### src/rtl/led_pwm_ctrl.sv
// Multi-channel LED PWM driver with off/steady/blink/breathe modes.
// Configuration is double-buffered and only switches at PWM frame boundaries.

module led_pwm_lane #(
  parameter int PWM_BITS   = 8,
  parameter bit ACTIVE_LOW = 1'b1
) (
  input  logic                clk_100mhz,
  input  logic                reset_n,
  input  logic                boundary,
  input  logic                blink_msb,
  input  logic [PWM_BITS-1:0] blink_lo,
  input  logic [PWM_BITS-1:0] duty,
  input  logic [1:0]          mode,
  input  logic [PWM_BITS-1:0] pwm_cnt,
  output logic                led_o
);
  logic [PWM_BITS-1:0]   eff_q, eff_d;
  logic                  led_q, led_d;
  logic [PWM_BITS-1:0]   ramp;
  logic [2*PWM_BITS-1:0] prod;

  always_comb begin
    ramp  = blink_msb ? ~blink_lo : blink_lo;
    prod  = (2*PWM_BITS)'(duty) * (2*PWM_BITS)'(ramp);
    eff_d = eff_q;
    if (boundary) begin
      unique case (mode)
        2'b00:   eff_d = '0;
        2'b01:   eff_d = duty;
        2'b10:   eff_d = blink_msb ? '0 : duty;
        default: eff_d = prod[2*PWM_BITS-1:PWM_BITS];
      endcase
    end
    led_d = (pwm_cnt < eff_q) ^ ACTIVE_LOW;
  end

  always_ff @(posedge clk_100mhz) begin
    if (!reset_n) begin
      eff_q <= '0;
      led_q <= ACTIVE_LOW;
    end else begin
      eff_q <= eff_d;
      led_q <= led_d;
    end
  end

  assign led_o = led_q;
endmodule

module led_pwm_ctrl #(
  parameter int CHANNELS   = 3,
  parameter int PWM_BITS   = 8,
  parameter int PRESCALE   = 1024,
  parameter int BLINK_BITS = 9,
  parameter bit ACTIVE_LOW = 1'b1
) (
  input  logic                         clk_100mhz,
  input  logic                         reset_n,
  input  logic                         cfg_we,
  input  logic [CHANNELS*PWM_BITS-1:0] cfg_duty,
  input  logic [CHANNELS*2-1:0]        cfg_mode,
  output logic                         cfg_pending,
  output logic [CHANNELS-1:0]          led_o,
  output logic                         frame_start,
  output logic                         blink_phase
);
  localparam int PRE_W = (PRESCALE > 1) ? $clog2(PRESCALE) : 1;

  logic [PRE_W-1:0]                     pre_cnt_q, pre_cnt_d;
  logic [PWM_BITS-1:0]                  pwm_cnt_q, pwm_cnt_d;
  logic [BLINK_BITS-1:0]                blink_cnt_q, blink_cnt_d;
  logic [CHANNELS-1:0][PWM_BITS-1:0]    shd_duty_q, shd_duty_d, act_duty_q, act_duty_d;
  logic [CHANNELS-1:0][1:0]             shd_mode_q, shd_mode_d, act_mode_q, act_mode_d;
  logic                                 pending_q, pending_d;
  logic                                 frame_start_q, frame_start_d;
  logic                                 tick, boundary;

  always_comb begin
    tick        = (pre_cnt_q == PRE_W'(PRESCALE - 1));
    boundary    = tick && (&pwm_cnt_q);
    pre_cnt_d   = tick ? '0 : pre_cnt_q + PRE_W'(1);
    pwm_cnt_d   = tick ? pwm_cnt_q + PWM_BITS'(1) : pwm_cnt_q;
    blink_cnt_d = boundary ? blink_cnt_q + BLINK_BITS'(1) : blink_cnt_q;

    shd_duty_d  = shd_duty_q;
    shd_mode_d  = shd_mode_q;
    act_duty_d  = act_duty_q;
    act_mode_d  = act_mode_q;
    pending_d   = pending_q;
    // Apply the old shadow first so a write landing on the boundary stays pending.
    if (boundary && pending_q) begin
      act_duty_d = shd_duty_q;
      act_mode_d = shd_mode_q;
      pending_d  = 1'b0;
    end
    if (cfg_we) begin
      shd_duty_d = cfg_duty;
      shd_mode_d = cfg_mode;
      pending_d  = 1'b1;
    end
    frame_start_d = boundary;
  end

  always_ff @(posedge clk_100mhz) begin
    if (!reset_n) begin
      pre_cnt_q     <= '0;
      pwm_cnt_q     <= '0;
      blink_cnt_q   <= '0;
      shd_duty_q    <= '0;
      shd_mode_q    <= '0;
      act_duty_q    <= '0;
      act_mode_q    <= '0;
      pending_q     <= 1'b0;
      frame_start_q <= 1'b0;
    end else begin
      pre_cnt_q     <= pre_cnt_d;
      pwm_cnt_q     <= pwm_cnt_d;
      blink_cnt_q   <= blink_cnt_d;
      shd_duty_q    <= shd_duty_d;
      shd_mode_q    <= shd_mode_d;
      act_duty_q    <= act_duty_d;
      act_mode_q    <= act_mode_d;
      pending_q     <= pending_d;
      frame_start_q <= frame_start_d;
    end
  end

  // Lanes see the post-boundary counter and configuration.
  for (genvar c = 0; c < CHANNELS; c++) begin : g_lane
    led_pwm_lane #(
      .PWM_BITS   (PWM_BITS),
      .ACTIVE_LOW (ACTIVE_LOW)
    ) u_lane (
      .clk_100mhz (clk_100mhz),
      .reset_n    (reset_n),
      .boundary   (boundary),
      .blink_msb  (blink_cnt_d[BLINK_BITS-1]),
      .blink_lo   (blink_cnt_d[PWM_BITS-1:0]),
      .duty       (act_duty_d[c]),
      .mode       (act_mode_d[c]),
      .pwm_cnt    (pwm_cnt_q),
      .led_o      (led_o[c])
    );
  end

  assign cfg_pending = pending_q;
  assign frame_start = frame_start_q;
  assign blink_phase = blink_cnt_q[BLINK_BITS-1];
endmodule

### config.mk
export PLATFORM = sky130hd
export DESIGN_NAME = led_pwm_ctrl
export DESIGN_NICKNAME = d
export VERILOG_FILES = /design/src/rtl/led_pwm_ctrl.sv
export SDC_FILE = /design/constraint.sdc
export NUM_CORES = 1
export LEC_CHECK = 0
export BUFFER_PORTS_ARGS = -buffer_cell sky130_fd_sc_hd__buf_2
export CAP_MARGIN = 5
export CORE_ASPECT_RATIO = 1.2
export CORE_MARGIN = 2
export CORE_UTILIZATION = 25
export DETAILED_ROUTE_END_ITERATION = 10
export GPL_TIMING_DRIVEN = 0
export PLACE_DENSITY = 0.45
export SYNTH_ARGS = -nofsm -noshare
export SYNTH_HDL_FRONTEND = slang
export SYNTH_SLANG_ARGS = --single-unit
### constraint.sdc
create_clock -name clk_100mhz -period 6.4 [get_ports clk_100mhz]
set_input_delay 0.32 -clock clk_100mhz [delete_from_list [all_inputs] [get_ports clk_100mhz]]
set_output_delay 0.32 -clock clk_100mhz [all_outputs]
set_load 0.01 [all_outputs]
==> metrics <==
Gate power share 3.7%; DR iter-0 viols 418; # port buffers 37; max frequency 150 MHz; fill cell count 4,510; Routed WL 35,200 um; Die X 194 um; DR vias 9,066; number of max-cap violations 0; FF+latch area 0.00236 sq mm; Net Sw Frac 24.2%; P_leak 0.00607 uW; number of synthesized register bits 116; vias per cell 4.70; Nets 1,625; R2R setup slack -0.25 ns; pwr dens 133 mW/mm^2; Mapped Cells 1,251; sequential share of power 40.9%; failing checks DRC, setup timing; routability cong. 0.813; H-tree levels 4; Largest delay share family, worst path adder cells; all-layer global routing usage 16.2%; CP bufs+invs 4; CP arrival 6.96 ns; most frequent cells in the layout nor2_1, inv_1, ha_1; final hold vios 0; largest net degree at the start of global routing 17; worst-margin pin slew 1.10 ns; worst min path class in -> reg; Syn. warnings 0; Critical Path End Type flop; Placement Cell Area 0.0118 sq mm; Most used DFF post-synth dfxtp_1; share of cells above drive strength 1 24.0%; Clock Latency Late Sink 0.44 ns; CP max-delay cell or4_4; antenna violations before repair 0; RSZ-0062 raised after global routing true; wire length per cell 18.2 um; # IOs 39; Setup TNS -1.20 ns; Cell variety after synth 70; CP max FO 8; Die Ht 232 um; Core Area 0.0429 sq mm; Initial Util 25.3%; commonest non-fill, non-tap cell in the layout nor2_1; DRC 5; final setup fails 8; syn nets 1,512; area grow syn2layout 26.4%; clk root buf clkbuf_16; Async SR Flop Fraction 0%; clk_skew 0.0124 ns; Die Area 0.0452 sq mm; required time of the worst setup path 6.71 ns; Pins Over Slew Limit 0; number of synthesized flops with an enable pin 0; CTS buffer count 17; Clock Power Share 55.4%; Period minus WS final 6.65 ns; CTS tree built; Syn Area/Cell 8.69 sq um; first-pass GRT wire length 55,400 um; CP peak stage delay 0.52 ns; Synth Cell Area 0.0109 sq mm; switching power 443 uW; CTS Sinks 116; period utilisation layout 104%; Startpoint Class flop; Max transition margin 24.8%; Core Rows 83; multi-input logic area 0.00854 sq mm; first-pass iteration count of the detailed router 8; kind of critical path reg -> reg; # diodes 0; run status finished with violations; min setup slack post-route -0.247 ns; Tot Pwr 1830 uW; vias in the first global route 9,494; Worst path most repeated cell fa_1; Final Cell Area 0.0137 sq mm; VDD IR max 0.105 mV; CTS max path bufs 2; clock-pin slew on the worst setup and hold paths 0.06 ns; GRT overflow 0; cell internal pwr 1390 uW; Seq/Total Area, Yosys 21.4%; antenna viol nets, final 0; DPL Wire Length 26,200 um
==> worst register-to-register path, stage by stage, from the launching register on <==
cell and delay, ns:
dfxtp_4 0.37, ha_4 0.16, nand3_2 0.09, or2_4 0.26, or4_4 0.52, and2_4 0.17
buf_12 0.16, xnor2_4 0.36, buf_8 0.17, nor2_4 0.04, fa_2 0.41, fa_1 0.50
inv_1 0.05, fa_1 0.47, inv_1 0.05, fa_1 0.44, ha_1 0.31, nand4_1 0.23
nor3_4 0.34, nand4_1 0.25, a21oi_2 0.28, a2111oi_4 0.13, nor3b_2 0.25, nor3_1 0.07
o31ai_1 0.33, a21oi_1 0.11
==> stage by stage <==
stage	cells	hold WS [ns]	setup WS [ns]	util, %
2_1_floorplan	1251	0.432	0.000962	-
3_3_place_gp	1840	0.446	-1.77	27.6
5_1_grt	1929	0.110	-0.585	32.0
6_report	1929	0.111	-0.247	32.0
3_5_place_dp	1840	0.454	-1.73	27.6
4_1_cts	1913	0.0973	-0.277	31.1
==> sequential cells by signal (all words and copies together), names as in the netlist, 3 cells and up <==
register	count
act_duty_q	24
act_mode_q	6
blink_cnt_q	9
g_lane.u_lane.eff_q	24
g_lane.u_lane.led_o	3
pre_cnt_q	10
pwm_cnt_q	8
shd_duty_q	24
shd_mode_q	6
==> synthesized netlist by cell type, types with 15 or more instances <==
master | instances | area [sq um]
a211oi_1 | 17 | 128
a21o_1 | 18 | 135
a21oi_1 | 46 | 230
buf_2 | 19 | 95.1
clkbuf_1 | 21 | 78.8
dfxtp_1 | 116 | 2320
fa_1 | 105 | 2100
ha_1 | 123 | 1540
inv_1 | 146 | 548
mux2i_1 | 60 | 601
nand2_1 | 50 | 188
nand3_1 | 29 | 145
nor2_1 | 252 | 946
o21ai_0 | 31 | 155
or2_2 | 37 | 231
xnor2_1 | 30 | 263
xor2_1 | 15 | 131
==> power by group through the flow <==
stage / Combinational [uW] / Sequential, uW / Clock, uW
floorplan: 34.8 / 759 / 0
global placement: 63.9 / 763 / 0
detailed placement: 64.9 / 763 / 0
CTS: 68.7 / 748 / 1030
global route: 75.5 / 750 / 1060
finish: 67.8 / 748 / 1020
==> final timing paths <==
path | start | end | cells past startpoint
hold reg to reg | g_lane[0].u_lane.eff_q[1]$_SDFFE_PN0N_ | g_lane[0].u_lane.eff_q[1]$_SDFFE_PN0N_ | 2
setup reg to reg | blink_cnt_q[1]$_SDFF_PN0_ | g_lane[1].u_lane.eff_q[5]$_SDFFE_PN0N_ | 25
hold / removal | cfg_mode[3] | shd_mode_q[3]$_SDFFE_PN0P_ | 3
setup / recovery | blink_cnt_q[1]$_SDFF_PN0_ | g_lane[1].u_lane.eff_q[5]$_SDFFE_PN0N_ | 25
==> area by class of cell <==
| type | instances | share of cell area [%] |
|---|---|---|
| clock buffers | 19 | 3.22 |
| multi-input cells | 940 | 62.1 |
| flip-flops and latches | 116 | 17.2 |
| well taps | 552 | 5.03 |
| plain buffers | 47 | 2.49 |
| inverters | 147 | 4.01 |
| clock inverters | 13 | 1.25 |
| repair buffers | 95 | 4.71 |
==> timing repair <==
action | 4_1_cts | 5_1_grt
hold buffers | 0 | 0
setup buffers | 41 | 18
endpoints found under the setup margin | 24 | 24
pin swaps | 54 | 77
resized for setup | 137 | 64
==> cells by family (layout without fill, tap and decap cells) <==
logic type | Yosys count | after routing | synth area share (%)
simple gates | 439 | 439 | 18.4
fa+ha+maj | 228 | 228 | 33.5
buf+inv | 195 | 321 | 7.23
compound gates | 167 | 167 | 10.2
flops | 116 | 116 | 21.4
mux | 60 | 60 | 5.52
xor+xnor | 46 | 46 | 3.77
==> per-layer routing <==
layer,track usage [%],vias up,part of all wire [%]
li1,-,4345,-
met1,19.7,4537,44
met2,29.4,137,51
met3,2.00,47,3.0
met4,5.82,0,2.6
met5,0,-,0
No activity file was read; power rests on OpenSTA's default activity.
